<file path="config.mk">
export PLATFORM = sky130hd
export DESIGN_NAME = output_register_bank
export DESIGN_NICKNAME = d
export VERILOG_FILES = /design/src/rtl/output_register_bank.sv
export SDC_FILE = /design/constraint.sdc
export NUM_CORES = 1
export LEC_CHECK = 0
export ABC_AREA = 1
export CAP_MARGIN = 5
export CORE_ASPECT_RATIO = 1.4
export CORE_UTILIZATION = 25
export DETAILED_ROUTE_END_ITERATION = 10
export SETUP_SLACK_MARGIN = 0.4
export SYNTH_ARGS = -nofsm -noshare
export SYNTH_HDL_FRONTEND = slang
export SYNTH_SLANG_ARGS = --single-unit
</file>
<file path="constraint.sdc">
create_clock -name clk -period 5.4 [get_ports clk]
set_clock_uncertainty 0.05 [all_clocks]
set_input_delay 1.62 -clock clk [delete_from_list [all_inputs] [get_ports clk]]
set_output_delay 1.62 -clock clk [all_outputs]
set_load 0.01 [all_outputs]
</file>
<file path="src/rtl/output_register_bank.sv">
// output_register_bank
//   Bank of CHANNELS peripheral-bus output registers, WIDTH bits each, with
//   write / set / clear / toggle operations under byte masking. Optional
//   shadow registers are copied to the live outputs by a single COMMIT write.
//   Each channel also has a hardware-timed pulse: selected bits invert for
//   PULSE_LENGTH cycles and then revert on their own.
//
//   Page map (page = address[11:4] - ADDRESS):
//     0 .. CHANNELS-1            channel registers (0x0 write, 0x4 set, 0x8 clear, 0xC toggle)
//     CHANNELS .. 2*CHANNELS-1   pulse registers (0x0 pulse mask)
//     2*CHANNELS                 control (0x0 COMMIT, 0x4 PULSE_LENGTH, 0x8 PULSE_STATUS)
//
// Ports:
//   clk, rst_n                  clock, asynchronous active-low reset
//   enable                      block select from the peripheral decoder
//   peripheralBus_we / _oe      write / read strobes
//   peripheralBus_address       byte address, [11:4] page, [3:0] offset
//   peripheralBus_byteSelect    byte lanes
//   peripheralBus_dataWrite     write data
//   peripheralBus_dataRead      read data, 0 when not reading
//   requestOutput               high while this block drives read data
//   currentValue                channel i at [i*WIDTH +: WIDTH], live ^ pulse mask
//   pulseActive                 bit i high while channel i pulse is running
module output_register_bank #(
  parameter int unsigned WIDTH       = 32,
  parameter int unsigned CHANNELS    = 4,
  parameter logic [7:0]  ADDRESS     = 8'h00,
  parameter logic [31:0] DEFAULT     = 32'h0,
  parameter int unsigned PULSE_WIDTH = 8,
  parameter bit          SHADOWED    = 1'b0
) (
  input  logic                      clk,
  input  logic                      rst_n,
  input  logic                      enable,
  input  logic                      peripheralBus_we,
  input  logic                      peripheralBus_oe,
  input  logic [11:0]               peripheralBus_address,
  input  logic [3:0]                peripheralBus_byteSelect,
  output logic [31:0]               peripheralBus_dataRead,
  input  logic [31:0]               peripheralBus_dataWrite,
  output logic                      requestOutput,
  output logic [CHANNELS*WIDTH-1:0] currentValue,
  output logic [CHANNELS-1:0]       pulseActive
);

  localparam logic [7:0]             PULSE_BASE  = 8'(CHANNELS);
  localparam logic [7:0]             CTRL_PAGE   = 8'(2 * CHANNELS);
  localparam logic [WIDTH-1:0]       RESET_VALUE = DEFAULT[WIDTH-1:0];
  localparam logic [PULSE_WIDTH-1:0] PULSE_ONE   = PULSE_WIDTH'(1);

  localparam logic [3:0] OFF_DATA   = 4'h0;
  localparam logic [3:0] OFF_SET    = 4'h4;
  localparam logic [3:0] OFF_CLEAR  = 4'h8;
  localparam logic [3:0] OFF_TOGGLE = 4'hC;

  // ---------------------------------------------------------------- decode
  logic [7:0]             page;
  logic [3:0]             offset;
  logic                   mapped;
  logic                   busWe;
  logic                   busOe;
  logic [31:0]            dataMask;
  logic [WIDTH-1:0]       writeMask;
  logic [WIDTH-1:0]       maskedData;
  logic [PULSE_WIDTH-1:0] lengthMask;
  logic [PULSE_WIDTH-1:0] lengthData;
  logic                   commitWe;
  logic [PULSE_WIDTH-1:0] pulseLength;
  logic [31:0]            readChan [CHANNELS];
  logic [31:0]            readData;

  // Subtraction wraps, so pages below the base land far above CTRL_PAGE
  // and fall out of the mapped range.
  assign page   = peripheralBus_address[11:4] - ADDRESS;
  assign offset = peripheralBus_address[3:0];
  assign mapped = (page <= CTRL_PAGE);
  assign busWe  = enable & peripheralBus_we & ~peripheralBus_oe & mapped;
  assign busOe  = enable & peripheralBus_oe & ~peripheralBus_we & mapped;

  always_comb begin
    dataMask = '0;
    for (int unsigned b = 0; b < 4; b++) begin
      dataMask[b*8 +: 8] = {8{peripheralBus_byteSelect[b]}};
    end
  end

  assign writeMask  = dataMask[WIDTH-1:0];
  assign maskedData = peripheralBus_dataWrite[WIDTH-1:0] & writeMask;
  assign lengthMask = dataMask[PULSE_WIDTH-1:0];
  assign lengthData = peripheralBus_dataWrite[PULSE_WIDTH-1:0] & lengthMask;

  assign commitWe = SHADOWED && busWe && (page == CTRL_PAGE) && (offset == OFF_DATA) &&
                    peripheralBus_byteSelect[0] && peripheralBus_dataWrite[0];

  // ---------------------------------------------------------------- channels
  for (genvar i = 0; i < CHANNELS; i++) begin : gChannel
    logic                   chSel;
    logic                   pulseSel;
    logic                   chWe;
    logic                   pulseWe;
    logic [WIDTH-1:0]       liveReg;
    logic [WIDTH-1:0]       shadowReg;
    logic [WIDTH-1:0]       target;
    logic [WIDTH-1:0]       nextTarget;
    logic [WIDTH-1:0]       pulseMask;
    logic [PULSE_WIDTH-1:0] pulseCount;

    assign chSel    = (page == 8'(i));
    assign pulseSel = (page == PULSE_BASE + 8'(i));
    assign chWe     = busWe && chSel;
    assign pulseWe  = busWe && pulseSel && (offset == OFF_DATA) && (pulseLength != '0);
    assign target   = SHADOWED ? shadowReg : liveReg;

    always_comb begin
      nextTarget = target;
      case (offset)
        OFF_DATA:   nextTarget = maskedData | (target & ~writeMask);
        OFF_SET:    nextTarget = target | maskedData;
        OFF_CLEAR:  nextTarget = target & ~maskedData;
        OFF_TOGGLE: nextTarget = target ^ maskedData;
        default:    nextTarget = target;
      endcase
    end

    always_ff @(posedge clk or negedge rst_n) begin
      if (!rst_n) begin
        liveReg   <= RESET_VALUE;
        shadowReg <= RESET_VALUE;
      end else if (chWe) begin
        if (SHADOWED) shadowReg <= nextTarget;
        else          liveReg   <= nextTarget;
      end else if (commitWe) begin
        liveReg <= shadowReg;
      end
    end

    // A new pulse write merges with the running mask only while the old
    // pulse still has more than this edge to go; on its final cycle the old
    // mask is dropped and only the new bits start.
    always_ff @(posedge clk or negedge rst_n) begin
      if (!rst_n) begin
        pulseCount <= '0;
        pulseMask  <= '0;
      end else if (pulseWe) begin
        pulseCount <= pulseLength;
        pulseMask  <= ((pulseCount > PULSE_ONE) ? pulseMask : '0) | maskedData;
      end else if (pulseCount != '0) begin
        pulseCount <= pulseCount - PULSE_ONE;
        if (pulseCount == PULSE_ONE) pulseMask <= '0;
      end
    end

    assign currentValue[i*WIDTH +: WIDTH] = liveReg ^ pulseMask;
    assign pulseActive[i]                 = (pulseCount != '0);
    assign readChan[i] = chSel                             ? 32'(target)    :
                         (pulseSel && offset == OFF_DATA)  ? 32'(pulseMask) : '0;
  end

  // ---------------------------------------------------------------- control
  always_ff @(posedge clk or negedge rst_n) begin
    if (!rst_n) begin
      pulseLength <= PULSE_ONE;
    end else if (busWe && (page == CTRL_PAGE) && (offset == OFF_SET)) begin
      pulseLength <= lengthData | (pulseLength & ~lengthMask);
    end
  end

  // ---------------------------------------------------------------- read path
  always_comb begin
    readData = '0;
    for (int unsigned c = 0; c < CHANNELS; c++) begin
      readData = readData | readChan[c];
    end
    if (page == CTRL_PAGE) begin
      case (offset)
        OFF_SET:   readData = 32'(pulseLength);
        OFF_CLEAR: readData = 32'(pulseActive);
        default:   readData = '0;
      endcase
    end
  end

  assign peripheralBus_dataRead = busOe ? (readData & dataMask) : '0;
  assign requestOutput          = busOe;

  logic unusedBits;
  assign unusedBits = ^peripheralBus_dataWrite;

endmodule

</file>
==> summary.txt <==
CP Launch Point - peripheralBus_address[9]
worst path bufs/invs - 8
Die Ht - 348 um
critical path cell sequence - buf_2 > nor2_4 > nand2_4 > buf_6 > buf_12 > nor2_4 > buf_4 > buf_12 > buf_12 > nand3_1 > nand2_1 > nor2_1 > a21oi_1 > buf_4 > buf_2
Chip Width - 249 um
Syn. warnings - 0
top cell type by total area after synthesis - dfrtp_1
CTS root buf - clkbuf_16
Initial Util - 0.253
antenna cells - 0
Post-Syn Area - 21400 um2
Req. time, crit path - 3.73 ns
Pre-antenna DRT Iters - 6
Crit Path Category - in2out
Total Routing Usage GR - 0.207
status - complete, no violations
vias in the first global route - 21200
syn_nets - 3208
main flop type after synthesis - dfrtp_1
#FFs+latches synth - 296
hpwl dp - 59500 um
Pins Over Slew Limit - 0
largest cells by area after synthesis - dfrtp_1 (34%), nand2_1 (15%), ha_1 (8.2%)
Routed Antenna Nets - 0
CTS tree - done
Switching Share - 0.300
Static Leakage - 13.5 nW
WL final - 92100 um
f_max - 0.202 GHz
Avg Cell Area, Syn - 7.10 um2
row count - 126
post-synth top area share - 0.345
setup TNS - 0 ns
CTS Buf Count - 35
Setup crit end - peripheralBus_dataRead[31]
Synth cell types - 29
Final min period - 4.94 ns
crit-path most repeated cell - buf_12
Initial DRC Count - 2000
CP Capture Type - output port
CP Data Arrival Time - 3.27 ns
final hold viol count - 0
Clk Latency, worst-skew pair - 0.57 ns
Hold WC Path Type - reg2reg
first-pass GRT wire length - 137000 um
worst-path maximum fanout - 7
Post-synth ARST share - 1.00
vias per cell - 5.12
EDFF count, synth - 0
Clock power frac - 0.423
final core utilization - 0.329
RSZ-0062 raised after global routing - false
Slowest cell on crit path - buf_6
share of layout cells above drive strength 1 - 0.117
peak supply drop - 0.000183 V
Logic pwr share - 0.170
Worst path top cell family by delay - buffers and inverters
Max-Cap Viols - 0
register area share after synthesis - 0.346
Final Power - 5.85 mW
P_int - 4.09 mW
largest net degree at the start of global routing - 90
Max Root-Sink Buffers - 3
fin crit share - 0.915
Psw - 1.76 mW
final setup violation count - 0
CORE AREA - 84500 um2
CTS Sinks - 296
Worst path depth - 15
Routed WL per cell - 21.0 um
Seq pwr share - 0.408
flop2flop setup slack - 2.88 ns
top cells by instance count after synthesis - nand2_1 (842), nand3_1 (328), dfrtp_1 (295)
drc violations - 0
PD cells - 211 nW/um2
area grow syn2layout - 29.7%
Worst R2R End - gChannel[1].pulseMask[3]
Clock Pin Slew Worst Setup and Hold Paths - 0.06 ns
Final nets - 3462
GRT overflow - 0
Routability Congestion - 0.868
I/O Buffers - 217
H-Tree Depth - 2
Post-Synthesis Cells - 3015
Slew @ Worst Pin - 1.06 ns
DR vias - 22400
normalized max-slew margin - 0.290
total die area - 86800 um2
CP max stage delay - 0.15 ns
count leader, synth - nand2_1
Ports - 218
initial antenna violation count - 1
CP startpoint kind - input pin
R2R cell count - 8
final cells by class:
type	instances	area [um2]
Clock inverter	10	129
Multi-Input combinational cell	2386	13000
Fill cell	8990	56700
Inverter	152	576
Timing Repair Buffer	398	4280
Tap cell	1088	1360
Sequential cell	296	7410
Clock buffer	48	997
worst reg2reg max path, cell delays in order (launching register included):
cell     delay (ns)
dfrtp_1        0.49
inv_1          0.23
nand4_1        0.12
nor2_1         0.26
nor2_1         0.11
nand2_2        0.45
buf_4          0.45
nand3_1        0.16
o21ai_1        0.13
registers in the layout, summed over array words and instances (netlist names), named ones only:
register	cells
gChannel.liveReg	128
gChannel.pulseCount	32
gChannel.pulseMask	128
through the flow:
stage	setup WS (ns)	hold WS, ns	instance area (um2)	std cells
after floorplan	0.811	0.429	21400	3015
final	0.461	0.473	27800	4378
after global routing	0.417	0.505	27800	4378
after global placement	-0.388	0.444	25600	4263
after CTS	0.402	0.476	27700	4374
after detailed placement	-0.376	0.462	25600	4263
worst min path at each step:
| stage | slack, ns | start | endpoint | cells past startpoint |
|---|---|---|---|---|
| 6_report | 0.47 | gChannel[1].pulseCount[1] | gChannel[1].pulseCount[1] | 2 |
| 5_1_grt | 0.50 | gChannel[1].pulseCount[1] | gChannel[1].pulseCount[1] | 2 |
| 4_1_cts | 0.48 | gChannel[1].pulseCount[1] | gChannel[1].pulseCount[1] | 2 |
| 3_5_place_dp | 0.46 | gChannel[1].pulseCount[1] | gChannel[1].pulseCount[1] | 2 |
| 3_3_place_gp | 0.44 | gChannel[1].pulseCount[1] | gChannel[1].pulseCount[1] | 2 |
| 2_1_floorplan | 0.43 | gChannel[1].pulseCount[1] | gChannel[1].pulseCount[1] | 2 |
routing by layer:
| metal | track usage | wire length [um] |
|---|---|---|
| met1 | 0.259 | 38000 |
| met2 | 0.341 | 42900 |
| met3 | 0.0314 | 6140 |
| met4 | 0.115 | 4990 |
| met5 | 0 | 11 |
power groups by stage:
stage | clock network, mW | registers (mW) | logic (mW)
CTS | 2.51 | 2.38 | 0.986
detailed placement | 0 | 2.42 | 0.970
global route | 2.58 | 2.40 | 1.11
global placement | 0 | 2.42 | 0.951
floorplan | 0 | 2.41 | 0.609
finish | 2.47 | 2.38 | 0.992
cells by family after synthesis:
| family | after synthesis | share of synthesized area |
|---|---|---|
| AOI/OAI and AO/OA | 721 | 0.184 |
| xor gates and xnor gates | 154 | 0.0630 |
| adders and majority gates | 140 | 0.0818 |
| buffers and inverters | 333 | 0.0618 |
| DFF | 296 | 0.346 |
| and+or+nand+nor | 1371 | 0.263 |
cell usage in the layout (no fill, tap or decap), types with 132 or more instances in the layout:
cell / instances
inv_1: 132
xor2_1: 143
dfrtp_1: 295
clkdlybuf4s50_1: 168
ha_1: 140
nand2_1: 817
nor2_1: 144
o21ai_1: 216
a21oi_1: 245
nand3_1: 323
what timing repair did:
item                       CTS  global route
setup endpoints to repair   33            32
pin swaps                   35            23
gates resized for setup    233            42
setup buffers               43             4
gates cloned                10             0
hold buffers                 0             0
Power figures use the tool's default switching activity.
